[src/rtl/lane_scene_renderer.sv]
// Per-pixel lane/traffic/player compositor with overlap detection and the
// IDLE/RUN/CRASH/OVER game sequencer. One register stage between counts and rgb.
module lane_scene_renderer #(
  parameter int          H_ACTIVE     = 640,
  parameter int          V_ACTIVE     = 480,
  parameter int          N_LANES      = 3,
  parameter int          LANE_W       = 207,
  parameter int          BORDER_W     = 5,
  parameter int          N_SLOTS      = 4,
  parameter int          OBJ_W        = 80,
  parameter int          OBJ_H        = 80,
  parameter int          DASH_LEN     = 32,
  parameter int          FLASH_FRAMES = 16,
  parameter logic [23:0] C_LANE       = 24'hFFFFFF,
  parameter logic [23:0] C_DASH       = 24'hFFFF00,
  parameter logic [23:0] C_TRAFFIC    = 24'hFF0000,
  parameter logic [23:0] C_PLAYER     = 24'h0000FF,
  parameter logic [23:0] C_CRASH      = 24'hFF00FF
) (
  input  logic                   clk,
  input  logic                   rst,
  input  logic [9:0]             h_count,
  input  logic [9:0]             v_count,
  input  logic                   frame_tick,
  input  logic                   start,
  input  logic [3:0]             scroll_step,
  input  logic [9:0]             player_x,
  input  logic [9:0]             player_y,
  input  logic [N_SLOTS-1:0]     slot_active,
  input  logic [2*N_SLOTS-1:0]   slot_lane,
  input  logic [10*N_SLOTS-1:0]  slot_y,
  output logic [23:0]            rgb,
  output logic                   game_active,
  output logic [1:0]             state,
  output logic                   collision,
  output logic [N_SLOTS-1:0]     hit_slot
);

  localparam int SW    = $clog2(2 * DASH_LEN);
  localparam int FW    = $clog2(FLASH_FRAMES + 1);
  localparam int PITCH = LANE_W + BORDER_W;
  localparam int OFS   = (LANE_W - OBJ_W) / 2;

  typedef enum logic [1:0] {IDLE = 2'd0, RUN = 2'd1, CRASH = 2'd2, OVER = 2'd3} state_t;

  state_t             state_q, state_d;
  logic [SW-1:0]      scroll_q, scroll_d;
  logic [FW-1:0]      flash_q, flash_d;
  logic [N_SLOTS-1:0] hit_acc_q, hit_acc_d;
  logic [N_SLOTS-1:0] hit_slot_q, hit_slot_d;
  logic               collision_q, collision_d;
  logic [23:0]        rgb_q, rgb_d;

  logic [10:0]        hx, vy;
  logic               active_px;
  logic               in_lane, in_div, in_player, dash_on;
  logic [N_SLOTS-1:0] in_slot;
  logic signed [11:0] hs, pl_l, pl_r;
  logic [SW-1:0]      dphase;
  logic [FW-1:0]      flash_el;
  logic [23:0]        player_col;

  assign hx        = {1'b0, h_count};
  assign vy        = {1'b0, v_count};
  assign active_px = (hx < 11'(H_ACTIVE)) && (vy < 11'(V_ACTIVE));

  always_comb begin
    in_lane = 1'b0;
    in_div  = 1'b0;
    for (int k = 0; k < N_LANES; k++) begin
      if (hx >= 11'(k * PITCH) && hx < 11'(k * PITCH + LANE_W)) in_lane = 1'b1;
      if (k < N_LANES - 1 && hx >= 11'(k * PITCH + LANE_W) && hx < 11'((k + 1) * PITCH))
        in_div = 1'b1;
    end
  end

  // Bounds in 11 bits so an object near the bottom clips instead of wrapping to the top.
  always_comb begin
    logic [10:0] sx, sy;
    sx      = '0;
    sy      = '0;
    in_slot = '0;
    for (int i = 0; i < N_SLOTS; i++) begin
      sx = 11'(OFS) + 11'(PITCH) * {9'd0, slot_lane[2*i +: 2]};
      sy = {1'b0, slot_y[10*i +: 10]};
      if (slot_active[i] && int'(slot_lane[2*i +: 2]) < N_LANES)
        in_slot[i] = (hx >= sx) && (hx < sx + 11'(OBJ_W)) &&
                     (vy >= sy) && (vy < sy + 11'(OBJ_H));
    end
  end

  assign hs        = $signed({2'b00, h_count});
  assign pl_l      = $signed({2'b00, player_x}) - $signed(12'(OBJ_W / 2));
  assign pl_r      = $signed({2'b00, player_x}) + $signed(12'(OBJ_W / 2));
  assign in_player = (hs >= pl_l) && (hs < pl_r) &&
                     (vy >= {1'b0, player_y}) && (vy < {1'b0, player_y} + 11'(OBJ_H));

  // Dash period is a power of two, so the top phase bit selects dash vs gap.
  assign dphase  = v_count[SW-1:0] - scroll_q;
  assign dash_on = ~dphase[SW-1];

  assign flash_el = FW'(FLASH_FRAMES - 1) - flash_q;

  always_comb begin
    player_col = C_PLAYER;
    if (state_q == OVER)       player_col = C_CRASH;
    else if (state_q == CRASH) player_col = flash_el[1] ? C_PLAYER : C_CRASH;
  end

  always_comb begin
    rgb_d = 24'h000000;
    if (active_px) begin
      if (in_player)     rgb_d = player_col;
      else if (|in_slot) rgb_d = C_TRAFFIC;
      else if (in_div)   rgb_d = dash_on ? C_DASH : 24'h000000;
      else if (in_lane)  rgb_d = C_LANE;
    end
  end

  always_comb begin
    state_d     = state_q;
    scroll_d    = scroll_q;
    flash_d     = flash_q;
    hit_slot_d  = hit_slot_q;
    collision_d = 1'b0;
    hit_acc_d   = frame_tick ? '0 : hit_acc_q;
    case (state_q)
      IDLE: begin
        if (start) begin
          state_d  = RUN;
          scroll_d = '0;
        end
      end
      RUN: begin
        if (!frame_tick && active_px)
          hit_acc_d = hit_acc_q | (in_slot & {N_SLOTS{in_player}});
        if (frame_tick) begin
          if (|hit_acc_q) begin
            state_d     = CRASH;
            hit_slot_d  = hit_acc_q;
            collision_d = 1'b1;
            flash_d     = FW'(FLASH_FRAMES - 1);
          end else begin
            scroll_d = scroll_q + SW'(scroll_step);
          end
        end
      end
      CRASH: begin
        if (frame_tick) begin
          if (flash_q == '0) state_d = OVER;
          else               flash_d = flash_q - 1'b1;
        end
      end
      OVER: begin
        if (start) begin
          state_d    = RUN;
          scroll_d   = '0;
          hit_slot_d = '0;
        end
      end
      default: state_d = IDLE;
    endcase
  end

  always_ff @(posedge clk or negedge rst) begin
    if (!rst) begin
      state_q     <= IDLE;
      scroll_q    <= '0;
      flash_q     <= '0;
      hit_acc_q   <= '0;
      hit_slot_q  <= '0;
      collision_q <= 1'b0;
      rgb_q       <= 24'h000000;
    end else begin
      state_q     <= state_d;
      scroll_q    <= scroll_d;
      flash_q     <= flash_d;
      hit_acc_q   <= hit_acc_d;
      hit_slot_q  <= hit_slot_d;
      collision_q <= collision_d;
      rgb_q       <= rgb_d;
    end
  end

  assign rgb         = rgb_q;
  assign state       = state_q;
  assign game_active = (state_q == RUN);
  assign collision   = collision_q;
  assign hit_slot    = hit_slot_q;

endmodule

[config.mk]
export PLATFORM = sky130hd
export DESIGN_NAME = lane_scene_renderer
export DESIGN_NICKNAME = d
export VERILOG_FILES = /design/src/rtl/lane_scene_renderer.sv
export SDC_FILE = /design/constraint.sdc
export NUM_CORES = 1
export LEC_CHECK = 0
export ABC_CLOCK_PERIOD_IN_PS = 5700
export CAP_MARGIN = 20
export CORE_ASPECT_RATIO = 2
export CORE_MARGIN = 2
export CORE_UTILIZATION = 50
export DETAILED_ROUTE_END_ITERATION = 10
export GPL_ROUTABILITY_DRIVEN = 0
export PLACE_DENSITY = 0.78
export SLEW_MARGIN = 20
export SYNTH_ARGS = -nofsm -noshare
export SYNTH_HDL_FRONTEND = slang
export SYNTH_SLANG_ARGS = --single-unit
[constraint.sdc]
create_clock -name clk -period 5.7 [get_ports clk]
set_input_delay 0.57 -clock clk [delete_from_list [all_inputs] [get_ports clk]]
set_output_delay 0.57 -clock clk [all_outputs]
set_load 0.005 [all_outputs]
==> flow_summary_export.csv, run 1 <==
group,metric,value,unit
layout,nFillCells,1141,
clock_tree,cts.sinks,25,
route,drt-initial-drc-count,208,
synthesis,yosysMostFrequentCell,"ha_1",
setup_path,endpoint,"hit_acc_q[3]",
synthesis,yosysUniqueCellTypes,58,
layout,layout-drive-gt1-share,1.49,%
clock_tree,cts_buffers,3,
clock_tree,htreeDepth,1,
synthesis,synth_compound_area_share,23.1,%
synthesis,synth_adder_area_share,40.9,%
setup_path,critical_path_class,"primary input to flop",
floorplan,floorplan.initialDensity,50.7,%
placed_design,dp_hpwl,14.2,mm
synthesis,netlist_instances,764,
synthesis,yosysWarnings,0,
timing,min_period_over_period,58.5,%
setup_path,worstPathArrival,3.52,ns
synthesis,synth_edf_count,0,
floorplan,row_count,58,
floorplan,pin_count,132,
setup_path,reg2regPathDepth,8,
timing,finalClockSkew,0.00247,ns
floorplan,die_y,163,microns
timing,slew-limit-headroom,49.6,%
timing,finalSetupViolations,0,
synthesis,synth_seq_cells,25,
route,avgRoutedWirePerCell,16.0,microns
synthesis,synth_nets,1070,
setup_path,cp-end-kind,"flop",
run,maxCapViolCount,0,
floorplan,fp.dieW,83.5,microns
synthesis,synth_top_area_share,40.5,%
clock_tree,path_clk_slew,0.07,ns
power,p_leak,3.81,nW
floorplan,die-area,13600,sq um
outcome,status,"finished, final reports clean",
synthesis,synth_xor_area_share,5.26,%
floorplan,core-area,12500,sq um
global_routing,grt_usage,24.0,%
synthesis,syn_area_per_cell,8.28,sq um
hold_path,holdCritPathClass,"flop to flop",
global_routing,antenna_found_initial,0,
setup_path,timing.rr.end,"flash_q[4]",
timing,tns,0,ns
synthesis,synth_flop_cell,"dfrtp_1",
clock_tree,postCtsSetupBuffers,0,
clock_tree,cts_tree,"built",
clock_tree,root_buffer,"clkbuf_16",
layout,diodes,0,
clock_tree,insertion_delay,0.27,ns
global_routing,grt_pass1_vias,6123,
setup_path,start_kind,"primary input",
timing,slew_viol_final,0,
route,ant_nets,0,
timing,hold_viol_final,0,
route,vias,5995,
layout,syn_to_final_growth,22.2,%
placed_design,port_buffers,131,
route,routed_wl,16.4,mm
timing,rsz0062_at_grt,"false",
synthesis,synth-simple-area-share,11.2,%
global_routing,overflow,0,
global_routing,grt_pass1_wl,27.1,mm
clock_tree,clock_path_buffers,2,
power,power_density,162,nW/um^2
timing,worstMarginPinSlew,0.754,ns
route,route.detailed.drc,0,
clock_tree,cts_resized,0,
setup_path,regToRegSetupSlack,3.35,ns
synthesis,synth_top_family_by_area,"adder cells",
synthesis,ys_async_sr_fraction,100,%
setup_path,required,5.88,ns
layout,finalNetCount,1181,
power,ir_worst_vdd,0.000279,V
setup_path,r2r-start,"state[0]",
clock_tree,holdBufCountCts,0,
route,routed.top_layer,"met4",
synthesis,synth_top_cell_by_area,"ha_1",
timing,fmax,300,MHz
route,viasPerCell,5.85,
timing,fin_crit,3.34,ns
synthesis,synthMuxAreaShare,0,%
route,wl_met1,5.85,mm
synthesis,syn_area,6330,sq um
synthesis,ys_top_cells_by_count,"205 x ha_1, 113 x inv_1, 59 x a21oi_1",
setup_path,critPathMaxFanout,5,
power,power,1.25,mW
setup_path,crit_start,"player_y[4]",
route,dr.pass1.iters,6,
route,wl_met3,449,microns
synthesis,ys_seq_area_share,9.89,%
route,wl_met2,9.38,mm
synthesis,ys_top_cells_by_area,"ha_1 41%, dfrtp_1 9.9%, inv_1 6.7%, a21oi_1 4.7%, xnor2_1 3.5%",
global_routing,grt_max_degree,26,
[cell families after synthesis]
| family | count (synthesis) |
|---|---|
| buf+inv | 139 |
| simple gates | 134 |
| fa+ha+maj | 206 |
| compound gates | 222 |
| xor+xnor | 38 |
| flops | 25 |
[metal layers]
| layer | up-vias | global-route usage, % |
|---|---|---|
| met5 | - | 0 |
| met4 | 0 | 11.4 |
| met3 | 59 | 1.16 |
| met2 | 159 | 49.5 |
| met1 | 2799 | 23.6 |
| li1 | 2978 | - |
[placed cells by master, fill, tap and decap left out, drive strengths merged, types with 6 or more instances in the layout]
cell,n
ha,205
clkdlybuf4s50,131
inv,113
a21oi,60
o21ai,44
nand2,35
xnor2,25
dfrtp,25
a21o,23
nor2,22
o2111ai,16
nand4,16
xor2,13
nand2b,13
nor3,11
a211oi,11
nor2b,9
o21a,9
o211ai,8
o31ai,7
o22ai,7
a31oi,6
nand3,6
[worst max-delay path, cell delays in order]
cell and delay [ns]:
clkdlybuf4s50_1 0.54, ha_1 0.22, xor2_1 0.17, ha_1 0.25
a211oi_1 0.29, nand2b_1 0.09, o211ai_1 0.18, a21oi_1 0.09
a21oi_1 0.12, nand3_1 0.22, or4_1 0.60, o22ai_1 0.16
[metrics by stage]
stage / setup slack, ns / area, sq um / hold slack (ns) / utilization (%) / instances
after floorplan: 2.95 / 6330 / 0.274 / - / 764
after global placement: 2.20 / 7640 / 0.473 / 61.2 / 1020
after detailed placement: 2.10 / 7640 / 0.472 / 61.2 / 1020
after CTS: 2.36 / 7730 / 0.489 / 61.9 / 1024
after global routing: 2.14 / 7730 / 0.527 / 61.9 / 1024
final: 2.36 / 7730 / 0.489 / 61.9 / 1024
[flip-flops by register name, indices dropped and copies added, names as in the netlist]
name / flops
scroll_q: 6
flash_q: 5
hit_acc_q: 4
hit_slot: 4
rgb: 3
state: 2
collision: 1
[layout make-up]
type	instances	area, sq um	share of cell area (%)
Multi-Input combinational cell	600	5090	65.9
Timing Repair Buffer	132	1320	17.1
Sequential cell	25	626	8.10
Inverter	113	424	5.49
Tap cell	150	188	2.43
Clock buffer	3	75.1	0.972
Clock inverter	1	7.51	0.0972
[power by group]
part / switching (mW) / internal, mW
sequential: 0.0501 / 0.221
clock: 0.0679 / 0.0955
combinational: 0.421 / 0.393
[worst min-delay path by stage]
stage / start / to / cells past startpoint
2_1_floorplan: rst / collision / 0
3_3_place_gp: hit_slot[1] / hit_slot[1] / 2
3_5_place_dp: hit_slot[1] / hit_slot[1] / 2
4_1_cts: hit_slot[1] / hit_slot[1] / 2
5_1_grt: hit_slot[1] / hit_slot[1] / 2
6_report: hit_slot[1] / hit_slot[1] / 2
No activity file was read; power rests on OpenSTA's default activity.
==> run 2, diff against run 1 <==
ABC_CLOCK_PERIOD_IN_PS = 2700   (was 5700)
CORE_UTILIZATION = 49   (was 50)
PLACE_DENSITY = 0.8   (was 0.78)
clock period = 2.7 ns   (was 5.7 ns; I/O delays follow)
==> flow_summary_export.csv, run 2 (synthesis gave the netlist of run 1 again) <==
group,metric,value,unit
outcome,status,"finished, final reports clean",
global_routing,grt_usage,26.6,%
layout,top_regs,"scroll_q (6), flash_q (5)",
layout,design_area,8740,sq um
setup_path,cpMaxStageDelayCell,"or4_4",
global_routing,antenna_found_initial,0,
floorplan,core-area,12600,sq um
setup_path,r2r-start,"flash_q[0]",
setup_path,timing.rr.end,"flash_q[4]",
layout,nFillCells,1013,
floorplan,fp.dieW,84.3,microns
clock_tree,root_buffer,"clkbuf_16",
layout,diodes,0,
layout,finalNetCount,1287,
setup_path,critPathMaxFanout,4,
clock_tree,holdBufCountCts,0,
run,maxCapViolCount,0,
global_routing,grt_max_degree,26,
timing,fin_crit,2.61,ns
layout,largest_reg_flops,6,
power,ir_worst_vdd,0.000557,V
layout,final_common_cell,"ha_1",
layout,syn_to_final_growth,38.2,%
timing,slew_viol_final,0,
global_routing,grt_pass1_vias,6718,
clock_tree,clock_path_buffers,2,
placed_design,dp_hpwl,16.3,mm
power,power,2.89,mW
power,power_density,331,nW/um^2
global_routing,grt_pass1_wl,30.0,mm
route,routed_wl,19.1,mm
timing,finalClockSkew,0.00544,ns
setup_path,worstPathArrival,2.81,ns
setup_path,start_kind,"primary input",
layout,layout-drive-gt1-share,15.3,%
global_routing,overflow,0,
timing,worst_slack,0.0897,ns
timing,min_period_over_period,96.7,%
setup_path,critical_path_class,"primary input to flop",
placed_design,dp_slack,-0.425,ns
route,drt-initial-drc-count,221,
clock_tree,cts_buffers,3,
route,viasPerCell,5.87,
clock_tree,htreeDepth,1,
setup_path,crit_family,"simple AND/OR/NAND/NOR gates",
route,ant_nets,0,
layout,finish.utilization,69.3,%
hold_path,holdCritPathClass,"primary input to async pin",
setup_path,path_cells,"clkdlybuf4s50_1 > inv_1 > ha_2 > nor2b_4 > nor4_2 > xnor2_1 > ha_1 > o2111ai_2 > o21ai_2 > o21a_1 > nand3_1 > or4_4 > o22ai_2",
route,route.detailed.drc,0,
floorplan,pin_count,132,
clock_tree,path_clk_slew,0.07,ns
floorplan,die-area,13900,sq um
timing,worstMarginPinSlew,0.652,ns
placed_design,port_buffers,131,
power,p_leak,4.42,nW
placed_design,dp_cells,1125,
setup_path,path_buf_inv,2,
timing,finalSetupViolations,0,
clock_tree,cts_tree,"built",
floorplan,floorplan.initialDensity,50.1,%
route,avgRoutedWirePerCell,16.9,microns
setup_path,required,2.90,ns
route,vias,6636,
layout,layout_common_cells,"198 x ha_1, 122 x clkdlybuf4s50_1, 110 x inv_1",
route,dr.pass1.iters,5,
layout,top_register,"scroll_q",
layout,final_cells,1130,
placed_design,dpl_cell_area,8470,sq um
setup_path,reg2regPathDepth,10,
setup_path,cpPeakStageDelay,0.48,ns
clock_tree,insertion_delay,0.28,ns
setup_path,cp-end-kind,"flop",
clock_tree,cts.sinks,25,
timing,hold_viol_final,0,
floorplan,row_count,58,
timing,slew-limit-headroom,56.0,%
timing,fmax,383,MHz
floorplan,die_y,165,microns
setup_path,regToRegSetupSlack,0.54,ns
[run 2: cell types whose count changed in the layout (fill, tap and decap cells not counted), sizes merged]
cell	delta
buf	+106
clkdlybuf4s50	-9
dlygate4sd2	+2
dlymetal6s2s	+7
[run 2: through the flow]
step	TNS [ns]	hold slack, ns
after floorplan	0	-0.0256
after global placement	-1.88	0.479
after detailed placement	-2.49	0.482
after CTS	0	0.379
after global routing	-0.141	0.409
final	0	0.362
[run 2: final cells by class]
type                            count  area [sq um]  share of cell area, %
Tap cell                          150           188                   2.15
Clock buffer                        3          75.1                  0.858
Multi-Input combinational cell    600          5250                   60.0
Sequential cell                    25           626                   7.15
Inverter                          113           424                   4.85
Timing Repair Buffer              238          2180                   24.9
Clock inverter                      1          7.51                 0.0858
[run 2: worst max-delay path by stage]
stage                         endpoint  depth (start not counted)  slack [ns]   startpoint
final                     hit_acc_q[3]                         13        0.09  player_x[4]
after global routing      hit_acc_q[3]                         13       -0.06  player_x[4]
after CTS                      rgb[22]                         12       0.005   slot_y[24]
after detailed placement  hit_acc_q[0]                         12       -0.43  player_y[5]
after global placement    hit_acc_q[2]                         13       -0.30  player_x[3]
after floorplan           hit_acc_q[0]                         11        0.25  player_y[4]
[run 2: report_power, final]
group / switching (mW) / total [mW] / leakage, nW / internal, mW
Clock: 0.151 / 0.353 / 0.0371 / 0.202
Combinational: 0.985 / 1.96 / 4.05 / 0.974
Sequential: 0.113 / 0.579 / 0.330 / 0.465
Total: 1.25 / 2.89 / 4.42 / 1.64
[run 2: layer usage]
layer	GRT usage (%)	wire [microns]	share of wire, %	up-vias
li1	-	-	-	3198
met3	1.90	640	3.4	99
met2	53.6	10600	55	244
met4	20.1	1540	8.1	0
met1	23.7	6350	33	3095
met5	0	0	0	-
[run 2: what timing repair did]
item | in CTS | in global routing
setup endpoints to repair | 6 | 7
buffers inserted | 0 | 1
resized for setup | 11 | 40
pin swaps | 3 | 17
==> run 3, diff against run 2 <==
GPL_TIMING_DRIVEN = 0   (was unset)
==> flow_summary_export.csv, run 3 (synthesis gave the netlist of run 1 again) <==
group,metric,value,unit
placed_design,port_buffers,126,
global_routing,grt_pass1_wl,27.9,mm
setup_path,path_buf_inv,3,
timing,worstMarginPinSlew,0.833,ns
setup_path,cpMaxStageDelayCell,"a311o_1",
placed_design,dp_hpwl,14.6,mm
layout,top_regs,"scroll_q (6), flash_q (5)",
timing,min_period_over_period,98.1,%
power,p_leak,4.12,nW
run,maxCapViolCount,0,
clock_tree,clock_path_buffers,2,
timing,finalSetupViolations,0,
timing,fin_crit,2.65,ns
timing,hold_viol_final,4,
layout,final_cells,1051,
route,dr.pass1.iters,6,
setup_path,reg2regPathDepth,8,
layout,layout_common_cells,"200 x ha_1, 111 x inv_1, 92 x clkdlybuf4s50_1",
setup_path,cp-end-kind,"flop",
global_routing,overflow,0,
global_routing,grt_max_degree,26,
timing,fin_hold_ws,-0.00183,ns
timing,slew_viol_final,0,
clock_tree,cts.sinks,25,
clock_tree,cts_tree,"built",
layout,syn_to_final_growth,26.8,%
setup_path,critical_path_class,"primary input to flop",
setup_path,required,2.90,ns
outcome,status,"finished, violations left",
floorplan,core-area,12600,sq um
layout,diodes,0,
setup_path,regToRegSetupSlack,0.33,ns
floorplan,die_y,165,microns
route,routed_wl,17.3,mm
floorplan,fp.dieW,84.3,microns
global_routing,antenna_found_initial,0,
setup_path,path_cells,"clkdlybuf4s15_2 > inv_1 > ha_4 > inv_1 > ha_1 > a211oi_1 > nand2_1 > a221o_1 > a22o_1 > a311o_1 > nand4_2 > o211a_1",
setup_path,cpPeakStageDelay,0.36,ns
route,viasPerCell,5.89,
setup_path,timing.rr.end,"flash_q[4]",
timing,fmax,377,MHz
clock_tree,holdBufCountCts,0,
placed_design,dpl_cell_area,7770,sq um
layout,layout-drive-gt1-share,8.21,%
floorplan,row_count,58,
setup_path,worstPathArrival,2.85,ns
layout,largest_reg_flops,6,
clock_tree,insertion_delay,0.27,ns
route,vias,6193,
layout,finish.utilization,63.5,%
global_routing,grt_pass1_vias,6358,
power,ir_worst_vdd,0.000449,V
route,ant_nets,0,
placed_design,dp_cells,1040,
setup_path,r2r-start,"state[0]",
hold_path,holdCritPathClass,"primary input to async pin",
power,power_density,342,nW/um^2
floorplan,pin_count,132,
setup_path,critPathMaxFanout,6,
layout,top_register,"scroll_q",
outcome,violations,"hold timing",
layout,nFillCells,1150,
layout,design_area,8020,sq um
setup_path,crit_family,"compound AO/OA/AOI/OAI gates",
setup_path,start_kind,"primary input",
global_routing,grt_usage,24.5,%
layout,final_common_cell,"ha_1",
timing,slew-limit-headroom,44.0,%
route,avgRoutedWirePerCell,16.4,microns
clock_tree,htreeDepth,1,
route,route.detailed.drc,0,
layout,finalNetCount,1208,
floorplan,floorplan.initialDensity,50.1,%
floorplan,die-area,13900,sq um
setup_path,cp_common_cell,"inv_1",
clock_tree,root_buffer,"clkbuf_16",
timing,finalClockSkew,0.00455,ns
setup_path,crit_start,"slot_lane[2]",
clock_tree,path_clk_slew,0.07,ns
clock_tree,cts_buffers,3,
route,drt-initial-drc-count,210,
run 3: worst max path at each step:
stage,to,cells past startpoint,slack (ns)
4_1_cts,rgb[22],13,0.003
6_report,rgb[22],12,0.05
5_1_grt,rgb[22],12,-0.006
3_5_place_dp,hit_acc_q[1],9,-0.70
2_1_floorplan,hit_acc_q[0],11,0.25
3_3_place_gp,hit_acc_q[1],9,-0.67
run 3: stage by stage:
| step | total power [mW] | setup slack [ns] | TNS [ns] |
|---|---|---|---|
| final | 2.75 | 0.0500 | 0 |
| after global routing | 3.00 | -0.00566 | -0.00566 |
| after CTS | 2.73 | 0.00284 | 0 |
| after detailed placement | 2.35 | -0.704 | -4.54 |
| after global placement | 2.29 | -0.665 | -4.27 |
| after floorplan | 1.66 | 0.246 | 0 |
run 3: per-layer routing:
| layer | vias to the layer above | track usage (%) | share of wire, % |
|---|---|---|---|
| met3 | 66 | 1.75 | 3.7 |
| met2 | 204 | 51.8 | 57 |
| met1 | 2891 | 22.1 | 34 |
| li1 | 3032 | - | - |
| met4 | 0 | 13.1 | 5.3 |
| met5 | - | 0 | 0 |
run 3: report_power, final:
group	total, mW	internal (mW)	switching, mW
registers	0.576	0.465	0.111
clock network	0.346	0.202	0.145
logic	1.82	0.878	0.947
total	2.75	1.54	1.20
run 3: cell type report:
cell class	instances	area, sq um	area share, %
clock buffers	3	75.1	0.936
repair buffers	133	1320	16.5
inverters	113	424	5.29
flip-flops and latches	25	626	7.80
multi-input cells	600	5190	64.7
clock inverters	1	7.51	0.0936
well taps	150	188	2.34
plain buffers	26	188	2.34
run 3: timing repair:
item	4_1_cts	5_1_grt
pin swaps	8	11
resized for setup	33	42
endpoints found under the setup margin	7	7
setup buffers	5	2
run 3: worst register-to-register path: cells and delay by family (launching register included):
kind                       cells  cell delay (ns)
and+or+nand+nor                4             0.81
DFF                            1             0.47
AOI/OAI and AO/OA              1             0.45
adders and majority gates      1             0.30
xor gates and xnor gates       1             0.15
buffers and inverters          1             0.09
